### src/rtl/imem_loader_if.sv
// Byte-stream handshake and instruction-memory write port
// shared by the loader and whatever feeds it.
interface imem_loader_if;
  logic [7:0]  rx_data;
  logic        rx_valid;
  logic        rx_ready;
  logic        mem_write_enable;
  logic [31:0] mem_write_addr;
  logic [15:0] mem_write_data;

  modport master (
    output rx_data, rx_valid,
    input  rx_ready,
    input  mem_write_enable, mem_write_addr, mem_write_data
  );

  modport slave (
    input  rx_data, rx_valid,
    output rx_ready,
    output mem_write_enable, mem_write_addr, mem_write_data
  );
endinterface

### src/rtl/imem_loader.sv
// Instruction-memory loader: packs a length-prefixed byte stream
// into 16-bit instructions and writes them from base_addr upward.
module imem_loader #(
  parameter int ADDR_STEP = 2,
  parameter int MEM_WORDS = 1024
) (
  input  logic        clk,
  input  logic        reset,
  input  logic        start,
  input  logic [31:0] base_addr,
  imem_loader_if.slave bus,
  output logic        busy,
  output logic        done,
  output logic        error,
  output logic [15:0] words_written
);

  localparam logic [16:0] MaxWords = 17'(MEM_WORDS);
  localparam logic [31:0] Step     = 32'(ADDR_STEP);

  typedef enum logic [2:0] {
    IDLE, LEN_HI, LEN_LO, DATA_HI, DATA_LO, WRITE, FINISH
  } state_t;

  state_t      state_q, state_d;
  logic [31:0] addr_q, addr_d;
  logic [15:0] len_q, len_d;
  logic [7:0]  hi_q, hi_d;
  logic [31:0] wa_q, wa_d;
  logic [15:0] wd_q, wd_d;
  logic [15:0] cnt_q, cnt_d;
  logic        done_q, done_d;
  logic        err_q, err_d;
  logic        rdy;
  logic        acc;
  logic [15:0] n_w;
  logic [15:0] cnt_inc;

  assign rdy = (state_q == LEN_HI) || (state_q == LEN_LO) ||
               (state_q == DATA_HI) || (state_q == DATA_LO);
  assign acc     = rdy && bus.rx_valid;
  assign n_w     = {len_q[15:8], bus.rx_data};
  assign cnt_inc = cnt_q + 16'd1;

  always_comb begin
    state_d = state_q;
    addr_d  = addr_q;
    len_d   = len_q;
    hi_d    = hi_q;
    wa_d    = wa_q;
    wd_d    = wd_q;
    cnt_d   = cnt_q;
    done_d  = done_q;
    err_d   = err_q;
    busy    = 1'b1;
    bus.mem_write_enable = 1'b0;
    unique case (state_q)
      IDLE: begin
        busy = 1'b0;
        if (start) begin
          state_d = LEN_HI;
          addr_d  = base_addr;
          cnt_d   = '0;
          done_d  = 1'b0;
          err_d   = 1'b0;
        end
      end
      LEN_HI: if (acc) begin
        len_d[15:8] = bus.rx_data;
        state_d     = LEN_LO;
      end
      LEN_LO: if (acc) begin
        len_d = n_w;
        if (n_w == 16'd0) begin
          state_d = FINISH;
          done_d  = 1'b1;
        end else if ({1'b0, n_w} > MaxWords) begin
          state_d = FINISH;
          err_d   = 1'b1;
        end else begin
          state_d = DATA_HI;
        end
      end
      DATA_HI: if (acc) begin
        hi_d    = bus.rx_data;
        state_d = DATA_LO;
      end
      DATA_LO: if (acc) begin
        // Latch write-port values here so they hold after the strobe.
        wa_d    = addr_q;
        wd_d    = {hi_q, bus.rx_data};
        state_d = WRITE;
      end
      WRITE: begin
        bus.mem_write_enable = 1'b1;
        addr_d = addr_q + Step;
        cnt_d  = cnt_inc;
        if (cnt_inc == len_q) begin
          state_d = FINISH;
          done_d  = 1'b1;
        end else begin
          state_d = DATA_HI;
        end
      end
      FINISH: begin
        busy    = 1'b0;
        state_d = IDLE;
      end
      default: state_d = IDLE;
    endcase
  end

  always_ff @(posedge clk or posedge reset) begin
    if (reset) begin
      state_q <= IDLE;
      addr_q  <= '0;
      len_q   <= '0;
      hi_q    <= '0;
      wa_q    <= '0;
      wd_q    <= '0;
      cnt_q   <= '0;
      done_q  <= 1'b0;
      err_q   <= 1'b0;
    end else begin
      state_q <= state_d;
      addr_q  <= addr_d;
      len_q   <= len_d;
      hi_q    <= hi_d;
      wa_q    <= wa_d;
      wd_q    <= wd_d;
      cnt_q   <= cnt_d;
      done_q  <= done_d;
      err_q   <= err_d;
    end
  end

  assign bus.rx_ready       = rdy;
  assign bus.mem_write_addr = wa_q;
  assign bus.mem_write_data = wd_q;
  assign done               = done_q;
  assign error              = err_q;
  assign words_written      = cnt_q;

endmodule
### src/flat_wrapper.sv
// flat-port wrapper written by rule: the top's interface ports become plain ports
module imem_loader_flat 
#(
  parameter int ADDR_STEP = 2,
  parameter int MEM_WORDS = 1024
)
  (clk, reset, start, base_addr, busy, done, error, words_written, bus_rx_data, bus_rx_valid, bus_rx_ready, bus_mem_write_enable, bus_mem_write_addr, bus_mem_write_data);
  imem_loader_if bus_i ();
  input  logic clk;
  input  logic reset;
  input  logic start;
  input  logic [31:0] base_addr;
  output logic busy;
  output logic done;
  output logic error;
  output logic [15:0] words_written;
  input wire logic [$bits(bus_i.rx_data)-1:0] bus_rx_data;
  input wire logic [$bits(bus_i.rx_valid)-1:0] bus_rx_valid;
  output wire logic [$bits(bus_i.rx_ready)-1:0] bus_rx_ready;
  output wire logic [$bits(bus_i.mem_write_enable)-1:0] bus_mem_write_enable;
  output wire logic [$bits(bus_i.mem_write_addr)-1:0] bus_mem_write_addr;
  output wire logic [$bits(bus_i.mem_write_data)-1:0] bus_mem_write_data;
  assign bus_i.rx_data = bus_rx_data;
  assign bus_i.rx_valid = bus_rx_valid;
  assign bus_rx_ready = bus_i.rx_ready;
  assign bus_mem_write_enable = bus_i.mem_write_enable;
  assign bus_mem_write_addr = bus_i.mem_write_addr;
  assign bus_mem_write_data = bus_i.mem_write_data;
  imem_loader #(.ADDR_STEP(ADDR_STEP), .MEM_WORDS(MEM_WORDS)) u_core (.clk(clk), .reset(reset), .start(start), .base_addr(base_addr), .bus(bus_i), .busy(busy), .done(done), .error(error), .words_written(words_written));
endmodule
### config.mk
export PLATFORM = sky130hd
export DESIGN_NAME = imem_loader_flat
export DESIGN_NICKNAME = d
export VERILOG_FILES = /design/src/rtl/imem_loader_if.sv /design/src/rtl/imem_loader.sv /design/src/flat_wrapper.sv
export SDC_FILE = /design/constraint.sdc
export NUM_CORES = 1
export LEC_CHECK = 0
export CORE_UTILIZATION = 48
export CTS_CLUSTER_DIAMETER = 100
export DETAILED_ROUTE_END_ITERATION = 6
export PLACE_DENSITY = 0.74
export SYNTH_ARGS = -nofsm -noshare
export SYNTH_HDL_FRONTEND = slang
export SYNTH_SLANG_ARGS = --single-unit
### constraint.sdc
create_clock -name clk -period 9.55 [get_ports clk]
set_input_delay 2.3875 -clock clk [delete_from_list [all_inputs] [get_ports clk]]
set_output_delay 2.3875 -clock clk [all_outputs]
set_load 0.01 [all_outputs]
==> flow_metrics.tcl <==
set metrics [dict create \
    hpwl_um 10440 \
    worst_slew_pin_slew_ns 1.315 \
    p_int_mw 1.704 \
    yosysWarnings 0 \
    powerDensity_mw_per_mm2 314.5 \
    ys_types 66 \
    power.share.switching_pct 32.42 \
    syn2layout_area_growth_pct 30.13 \
    finalHoldViolations 0 \
    power.net_switching_mw 0.8178 \
    ir_drop_uv 169.9 \
    start_util_pct 49.03 \
    nets 710 \
    hp-start "u_core.addr_q[31]" \
    cts_max_path_buffers 2 \
    fin_tns_setup_ns 0 \
    ant_nets 0 \
    drtIter0Drc 265 \
    grt_util_all_layers_pct 24.32 \
    post_cts_buffers 0 \
    path_max_fanout 28 \
    ys.flop_type "dfrtp_1" \
    die-area_mm2 0.01330 \
    ios 113 \
    synthArstFlopShare_pct 100.0 \
    cts_buffers 17 \
    row_count 41 \
    htree_levels 4 \
    coreArea_mm2 0.01257 \
    drt-vias-per-instance 5.768 \
    finalSetupViolCount 0 \
    antennaDiodeCount 0 \
    reg2reg_depth 7 \
    slew_viol_final 0 \
    grt_pass1_vias 4900 \
    yosysSeqAreaShare_pct 50.76 \
    fin_skew_ns 0.008200 \
    die_y_um 115.3 \
    syn_inst 563 \
    wirelength_um 15210 \
    clock_sinks 125 \
    synthesis.nets 609 \
    gp_congestion 0.9025 \
    cts-root-buf "clkbuf_16" \
    max-slew-margin-rel_pct 11.98 \
    grt_max_degree 84 \
    drc_errors 0 \
    synth_most_common_cell "dfrtp_1" \
    io_buffers 112 \
    rsz0062_at_grt "false" \
    cts_resized 0 \
    dieWidth_um 115.3 \
    synth_top_area_share_pct 50.76 \
    worstReg2RegStart "u_core.state_q[2]" \
    end_kind "flop" \
    cp-start-kind "input port" \
    cp.arrival_ns 5.01 \
    p_seq_share_pct 38.7 \
    dp.cells 817 \
    outcome "completed" \
    cts_tree "built" \
    clockPowerShare_pct 27.4 \
    grt_pass1_wl_um 24560 \
    leakage_nw 3.277 \
    ys_top_cells_by_area "dfrtp_1 (51%), mux2_2 (13%), nand2_1 (3.2%)" \
    power_frac_comb_pct 33.9 \
    drv_cap 0 \
    yosys.area.top_type "dfrtp_1" \
    hp-class "flop to flop" \
    overflow 0 \
    drtPass1Iterations 4 \
    netlist_area_mm2 0.006162 \
    worstSkewPairLatency_ns 0.42 \
    syn_avg_cell_area_um2 10.95 \
    antenna_found_initial 0 \
    synth_edf_count 0 \
    synth-seq-cells 125 \
    fin_crit_ns 4.699 \
    min_path_cells 1 \
    drive_gt1_share_pct 19.20 \
    path_clk_slew_ns 0.06 \
    cp.required_ns 9.86 \
    yosys-top-cells-count "dfrtp_1 (125), mux2_2 (73), nand2_1 (53), nor2_1 (38), o21ai_0 (33)" \
    dr_total_vias 4897 \
    path_class "input port to flop" \
    cts_hold_buffers 0 \
    fmax_mhz 212.8 \
    r2r-end "u_core.addr_q[18]" \
    finalCritPeriodShare_pct 49.21 \
    min_to "u_core.addr_q[31]" \
    reg2reg_slack_ns 6.66 \
    wire_per_inst_um 17.92 \
    fin_cells 849 \
]
-- worst max path at each step --
stage	end	slack, ns	depth (start not counted)	from
5_1_grt	u_core.words_written[9]	4.64	6	start
3_3_place_gp	u_core.addr_q[15]	4.51	6	start
6_report	u_core.addr_q[5]	4.85	6	start
2_1_floorplan	u_core.addr_q[0]	3.83	1	reset
3_5_place_dp	u_core.addr_q[5]	4.42	6	start
4_1_cts	u_core.addr_q[5]	4.88	6	start
-- registers in the layout, indices dropped and copies added (netlist names) --
register,cells
u_core.words_written,16
u_core.bus.mem_write_data,16
u_core.error,1
u_core.done,1
u_core.bus.mem_write_addr,32
u_core.len_q,16
u_core.state_q,3
u_core.addr_q,32
u_core.hi_q,8
-- power by group through the flow --
stage	logic, mW	clock network [mW]	registers [mW]
final	0.854	0.692	0.976
after global routing	0.934	0.722	1.01
after CTS	0.861	0.697	0.974
after detailed placement	0.857	0	0.979
after global placement	0.827	0	0.965
after floorplan	0.487	0	0.958
-- cells by family after synthesis --
family	count (synthesis)	share of synthesized area, %
adders and majority gates	2	0.4060
DFF	125	50.76
xor gates and xnor gates	23	3.492
AOI/OAI and AO/OA	110	12.51
and+or+nand+nor	185	16.16
muxes	75	13.67
buffers and inverters	43	3.005
-- cell type report --
class,instances,area (um2)
Fill cell,1003,4549
Sequential cell,125,3128
Timing Repair Buffer,115,1144
Inverter,10,40.04
Multi-Input combinational cell,395,2850
Clock buffer,19,452.9
Clock inverter,13,188.9
Tap cell,172,215.2
-- routing by layer --
| layer | GRT usage, % | wire, um |
|---|---|---|
| met4 | 9.870 | 381 |
| met5 | 0 | 0 |
| met1 | 31.41 | 6737 |
| met2 | 39.28 | 7267 |
| met3 | 6.009 | 825 |
-- metrics by stage --
stage | area, um2 | hold slack (ns) | utilization (%) | setup WS (ns) | power (mW)
3_5_place_dp | 7377 | 0.4666 | 58.70 | 4.417 | 1.836
6_report | 8019 | 0.4826 | 63.80 | 4.851 | 2.522
3_3_place_gp | 7377 | 0.4604 | 58.70 | 4.513 | 1.792
4_1_cts | 8019 | 0.4789 | 63.80 | 4.877 | 2.532
2_1_floorplan | 6162 | 0.4331 | - | 3.835 | 1.445
5_1_grt | 8019 | 0.5128 | 63.80 | 4.636 | 2.661
-- critical path, cell delays in order --
cell,delay [ns]
clkdlybuf4s50_1,0.41
nor2b_1,0.15
and2_1,0.51
nor2_1,1.15
a21oi_1,0.09
o221a_2,0.30
-- layout by cell type, fill, tap and decap left out, drive strengths merged, types with 5 or more instances in the layout --
cell / n
dfrtp: 125
clkdlybuf4s50: 112
mux2: 73
nand2: 53
nor2: 38
o21ai: 33
nand3: 26
clkbuf: 19
xnor2: 16
nand4: 12
nor3: 12
and3: 12
o211ai: 11
inv: 11
a31oi: 8
o311ai: 8
a21oi: 8
nor4: 8
xor2: 6
a211oi: 6
o22ai: 5
o31ai: 5
clkinvlp: 5
No activity file was read; power rests on OpenSTA's default activity.
